==> src/rtl/seven_segment_capture.sv <==
// Snoops a multiplexed active-low seven-segment bus and recovers one BCD digit per anode position.
// Optional frame watchdog (stale output) is built when CAPTURE_TIMEOUT_EN is defined.
module seven_segment_capture #(
  parameter int unsigned NUM_DIGITS     = 6,
  parameter int unsigned SETTLE_CYCLES  = 4,
  parameter int unsigned TIMEOUT_CYCLES = 1000000
) (
  input  logic                    clk,
  input  logic                    reset,
  input  logic [6:0]              seg_in,
  input  logic [NUM_DIGITS-1:0]   an_in,
  output logic [4*NUM_DIGITS-1:0] bcd_out,
  output logic                    frame_valid,
  output logic                    seg_err,
  output logic                    an_err
`ifdef CAPTURE_TIMEOUT_EN
  ,
  output logic                    stale
`endif
);

  localparam int unsigned SETTLE_EFF = (SETTLE_CYCLES < 1) ? 1 : SETTLE_CYCLES;
  localparam int unsigned CW = $clog2(SETTLE_EFF + 1);
  localparam int unsigned IW = (NUM_DIGITS > 1) ? $clog2(NUM_DIGITS) : 1;
  localparam int unsigned LW = $clog2(NUM_DIGITS + 1);
  localparam logic [CW-1:0] CNT_ONE  = CW'(1);
  localparam logic [CW-1:0] CNT_LAST = CW'(SETTLE_EFF);
  localparam logic [6:0]    BLANK    = 7'b1111111;

  typedef enum logic [1:0] {IDLE, SETTLE, HELD} state_t;

  state_t state, state_nxt;
  logic [CW-1:0] cnt, cnt_nxt;
  logic [CW-1:0] mcnt, mcnt_nxt;

  logic [6:0]            seg_r, seg_p;
  logic [NUM_DIGITS-1:0] an_r, an_p;

  logic [LW-1:0] low_cnt;
  logic [IW-1:0] digit_idx;
  logic          single, multi, changed, an_changed;
  logic          capture, an_hit, publish, timeout_hit;
  logic [4:0]    dec;

  logic [NUM_DIGITS-1:0]      seen, seen_nxt;
  logic [NUM_DIGITS-1:0][3:0] shadow;

  function automatic logic [4:0] seg_decode(input logic [6:0] s);
    case (s)
      7'b1000000: return {1'b1, 4'd0};
      7'b1111001: return {1'b1, 4'd1};
      7'b0100100: return {1'b1, 4'd2};
      7'b0110000: return {1'b1, 4'd3};
      7'b0011001: return {1'b1, 4'd4};
      7'b0010010: return {1'b1, 4'd5};
      7'b0000010: return {1'b1, 4'd6};
      7'b1111000: return {1'b1, 4'd7};
      7'b0000000: return {1'b1, 4'd8};
      7'b0011000: return {1'b1, 4'd9};
      default:    return {1'b0, 4'hF};
    endcase
  endfunction

  // seg_p/an_p hold the previous registered sample so "unchanged" compares two sampled cycles
  always_ff @(posedge clk or posedge reset) begin
    if (reset) begin
      seg_r <= '1;
      seg_p <= '1;
      an_r  <= '1;
      an_p  <= '1;
    end else begin
      seg_r <= seg_in;
      seg_p <= seg_r;
      an_r  <= an_in;
      an_p  <= an_r;
    end
  end

  always_comb begin
    low_cnt   = '0;
    digit_idx = '0;
    for (int unsigned i = 0; i < NUM_DIGITS; i++) begin
      if (!an_r[i]) begin
        low_cnt   = low_cnt + 1'b1;
        digit_idx = i[IW-1:0];
      end
    end
  end

  assign single     = (low_cnt == LW'(1)) && (seg_r != BLANK);
  assign multi      = (low_cnt > LW'(1));
  assign an_changed = (an_r != an_p);
  assign changed    = an_changed || (seg_r != seg_p);
  assign dec        = seg_decode(seg_r);
  assign publish    = &seen;

  always_ff @(posedge clk or posedge reset) begin
    if (reset) begin
      state <= IDLE;
      cnt   <= '0;
    end else begin
      state <= state_nxt;
      cnt   <= cnt_nxt;
    end
  end

  always_comb begin
    state_nxt = state;
    cnt_nxt   = cnt;
    if (state == IDLE || changed) begin
      if (single) begin
        cnt_nxt   = CNT_ONE;
        state_nxt = (CNT_ONE == CNT_LAST) ? HELD : SETTLE;
      end else begin
        cnt_nxt   = '0;
        state_nxt = IDLE;
      end
    end else if (state == SETTLE) begin
      cnt_nxt = cnt + 1'b1;
      if (cnt_nxt == CNT_LAST) state_nxt = HELD;
    end
  end

  // A capture is any entry into HELD; staying in HELD on an unchanged sample never rewrites
  always_comb begin
    capture = (state_nxt == HELD) && ((state != HELD) || changed);
  end

  always_comb begin
    mcnt_nxt = '0;
    if (multi) begin
      if (an_changed)            mcnt_nxt = CNT_ONE;
      else if (mcnt == CNT_LAST) mcnt_nxt = mcnt;
      else                       mcnt_nxt = mcnt + 1'b1;
    end
  end

  assign an_hit = multi && (mcnt_nxt == CNT_LAST);

  always_ff @(posedge clk or posedge reset) begin
    if (reset) mcnt <= '0;
    else       mcnt <= mcnt_nxt;
  end

  // Clearing happens before the capture OR so a same-cycle capture opens the next frame
  always_comb begin
    seen_nxt = (publish || timeout_hit) ? '0 : seen;
    if (capture) seen_nxt[digit_idx] = 1'b1;
  end

  always_ff @(posedge clk or posedge reset) begin
    if (reset) begin
      seen        <= '0;
      shadow      <= '0;
      bcd_out     <= '0;
      frame_valid <= 1'b0;
      seg_err     <= 1'b0;
      an_err      <= 1'b0;
    end else begin
      seen        <= seen_nxt;
      frame_valid <= publish;
      if (publish) bcd_out <= shadow;
      if (capture) begin
        shadow[digit_idx] <= dec[3:0];
        if (!dec[4]) seg_err <= 1'b1;
      end
      if (an_hit) an_err <= 1'b1;
    end
  end

`ifdef CAPTURE_TIMEOUT_EN
  localparam int unsigned TW = $clog2(TIMEOUT_CYCLES + 1);
  localparam logic [TW-1:0] T_LAST = TW'(TIMEOUT_CYCLES - 1);

  logic [TW-1:0] tcnt;

  assign timeout_hit = !publish && (tcnt == T_LAST);

  always_ff @(posedge clk or posedge reset) begin
    if (reset) begin
      tcnt  <= '0;
      stale <= 1'b0;
    end else if (publish) begin
      tcnt  <= '0;
      stale <= 1'b0;
    end else if (timeout_hit) begin
      tcnt  <= '0;
      stale <= 1'b1;
    end else begin
      tcnt <= tcnt + 1'b1;
    end
  end
`else
  assign timeout_hit = 1'b0;
`endif

endmodule
==> config.mk <==
export PLATFORM = sky130hd
export DESIGN_NAME = seven_segment_capture
export DESIGN_NICKNAME = d
export VERILOG_FILES = /design/src/rtl/seven_segment_capture.sv
export SDC_FILE = /design/constraint.sdc
export NUM_CORES = 1
export LEC_CHECK = 0
export BUFFER_PORTS_ARGS = -buffer_cell sky130_fd_sc_hd__buf_2
export CAP_MARGIN = 15
export CORE_MARGIN = 1.5
export CORE_UTILIZATION = 36
export CTS_BUF_LIST = sky130_fd_sc_hd__clkbuf_4
export DETAILED_ROUTE_END_ITERATION = 10
export PLACE_DENSITY_LB_ADDON = 0.08
export RECOVER_POWER = 100
export SYNTH_ARGS = -nofsm -noshare
export SYNTH_HDL_FRONTEND = slang
export SYNTH_SLANG_ARGS = --single-unit
==> constraint.sdc <==
create_clock -name clk -period 4 [get_ports clk]
set_input_delay 0.8 -clock clk [delete_from_list [all_inputs] [get_ports clk]]
set_output_delay 0.8 -clock clk [all_outputs]
set_load 0.02 [all_outputs]
==> impl_metrics.yaml <==
outcome:
  outcome: "complete, but fails checks"
  violations: "capacitance limit, slew limit"
detailed_routing:
  wl_per_cell_um: 15.1
  final_antenna_net_count: 0
  drt_iter0_drc: 121
  via_count: 2694
  wirelength_um: 8340
  drtPass1Iterations: 4
  vias_per_cell: 4.88
  drc: 0
timing:
  clock.fmax_ghz: 0.287
  slew_viol_final: 81
  rsz0062_at_grt: "false"
  max_slew.worst_pin.slew_ns: 2.14
  setup_violations: 0
  fin_crit_ns: 3.48
  timing.final.crit_share_pct: 87.0
  fin_tns_setup_ns: 0
  fin_skew_ns: 0.0333
  finalHoldViolations: 0
  relSlewSlack_pct: -43.6
logic_synthesis:
  synthCells: 367
  ys_seq_area_share_pct: 55.5
  synth_area_per_cell_um2: 11.3
  synthDistinctLibCells: 56
  syn-num-nets: 391
  syn_area_um2: 4160
  synthArstFlopShare_pct: 100
  synth-seq-cells: 91
  synth-edff-count: 0
  ys.flop_type: "dfrtp_1"
  yosysWarnings: 0
worst_setup_path:
  rr_endpoint: "shadow[8]$_DFFE_PP0P_"
  required_ns: 4.38
  slowest_stage: "nor4_1"
  reg2reg_from: "an_r[5]$_DFF_PP1_"
  reg2regPathDepth: 5
  cp-start-kind: "flop"
  critPathKind: "flop to flop"
  critPathArrivalTime_ns: 3.85
  crit_fanout: 13
  max_stage_delay_ns: 1.05
  endpoint_kind: "flop"
  r2r_setup_slack_ns: 0.52
  path_cells: "xnor2_1, nand4_1, or4_1, nor4_1, mux2_2"
layout:
  fillers: 1160
  layout_commonest_cell: "nand2_1"
  drive_gt1_share_pct: 16.4
  finalNetCount: 428
  final_cell_mix: "nand2_1, dfrtp_1, clkbuf_1"
  num_antenna_cells: 0
  area_growth_pct: 8.66
clock_tree:
  cts_setup_buffers: 0
  clk_latency_ns: 0.48
  clk_path_buf_depth: 2
  hold_buffers: 0
  cts_resized: 0
  numCtsBuffers: 9
  cts-root-buf: "clkbuf_4"
  htreeDepth: 3
  cts_tree: "built"
  clkTransAtPathRegs_ns: 0.15
  numClockSinks: 91
global_route:
  grt_max_degree: 48
  grt-ovfl-total: 0
  grt_usage_pct: 14.9
  antenna_found_initial: 0
  grt_pass1_wl_um: 14200
  grt_pass1_vias: 2750
pwr:
  power.total_mw: 1.73
  p_per_area_nw_per_um2: 382
  ir_drop_v: 0.000174
  leakage_nw: 2.11
place:
  hpwl_um: 5650
  gp_congestion: 0.735
  portBuffers: 41
die:
  die_x_um: 110
  die_area_um2: 12200
  ios: 42
  coreArea_um2: 11300
  fp-row-count: 39
  start_util_pct: 36.7
  die_h_um: 110
flow_run:
  drv_cap: 2
min_path:
  min_to: "seg_r[4]$_DFF_PP1_"
  min-delay-start: "seg_in[4]"
  hp-class: "input pin to flop"
  hold_depth: 1
[layout make-up]
type | instances | area [um^2] | share of cell area (%)
repair buffers | 46 | 196 | 4.35
inverters | 14 | 53.8 | 1.19
multi-input cells | 242 | 1610 | 35.7
clock buffers | 9 | 67.6 | 1.50
well taps | 143 | 179 | 3.96
clock inverters | 7 | 98.8 | 2.19
flip-flops and latches | 91 | 2310 | 51.1
[layer usage]
metal	up-vias	track usage, %	part of all wire, %
met1	1312	20.2	49
li1	1328	-	-
met2	40	22.6	45
met3	14	3.35	3.1
met5	-	0	0
met4	0	7.44	2.2
[state kept, by name, summed over array words and instances (netlist names), 6 cells and up]
signal / flops
an_p: 6
seg_r: 7
seen: 6
an_r: 6
bcd_out: 24
seg_p: 7
shadow: 24
[cell families after synthesis]
kind of cell             after synthesis  synth area share [%]
AO/OA/AOI/OAI                         41                  7.55
multiplexers                          21                  5.60
adder cells (fa/ha/maj)                9                  2.71
AND/OR/NAND/NOR                      149                  19.2
buffers and inverters                 34                  3.91
XOR/XNOR                              22                  5.51
flip-flops                            91                  55.5
[Yosys cell counts, types with 3 or more instances]
cell type,n,area (um^2)
dfrtp_1,65,1630
a31o_2,3,26.3
mux2i_1,3,30.0
buf_2,7,35.0
o22ai_1,3,18.8
or3_1,3,18.8
nand3b_1,3,22.5
mux2_2,15,169
nand2b_1,7,43.8
ha_1,9,113
nor2_1,16,60.1
buf_6,3,33.8
xnor2_1,18,158
nand4_1,5,31.3
clkbuf_1,6,22.5
a2111o_1,5,56.3
nand2_1,84,315
a21oi_1,7,35.0
a21o_1,5,37.5
o21a_1,6,45.0
or4_1,4,30.0
dfstp_2,26,683
buf_1,3,11.3
inv_1,14,52.6
mux2_1,3,33.8
nand3_1,3,15.0
nor4_4,4,85.1
nor4b_1,3,26.3
[critical path, delay by kind of cell, from the launching register on]
family,cells,cell delay (ns)
multiplexers,1,0.42
AND/OR/NAND/NOR,3,2.00
XOR/XNOR,1,0.17
flip-flops,1,0.80
[worst max path at each step]
stage	slack, ns	depth (start not counted)	from	to
floorplan	0.88	1	reset	an_err$_DFFE_PP0P_
global placement	0.90	14	an_r[1]$_DFF_PP1_	mcnt[0]$_DFF_PP0_
detailed placement	0.84	14	an_r[1]$_DFF_PP1_	state[0]$_DFF_PP0_
CTS	0.79	14	an_r[1]$_DFF_PP1_	mcnt[0]$_DFF_PP0_
global route	0.26	3	reset	mcnt[0]$_DFF_PP0_
finish	0.52	5	an_r[5]$_DFF_PP1_	shadow[8]$_DFFE_PP0P_
[report_power, final]
part / switching (mW) / total (mW) / leakage (nW) / internal, mW
sequential: 0.0363 / 0.987 / 1.17 / 0.951
clock: 0.337 / 0.596 / 0.0922 / 0.259
combinational: 0.0763 / 0.145 / 0.844 / 0.0687
[through the flow]
stage               worst slack (ns)  util [%]  instances  hold WS (ns)  area, um^2
finish                         0.522      39.9        552         0.412        4520
floorplan                      0.879         -        367         0.352        4160
global placement               0.904      39.6        536         0.382        4480
global route                   0.260      39.9        552         0.367        4520
CTS                            0.789      41.0        552         0.358        4640
detailed placement             0.836      39.6        536         0.389        4480
No activity file was read; power rests on OpenSTA's default activity.
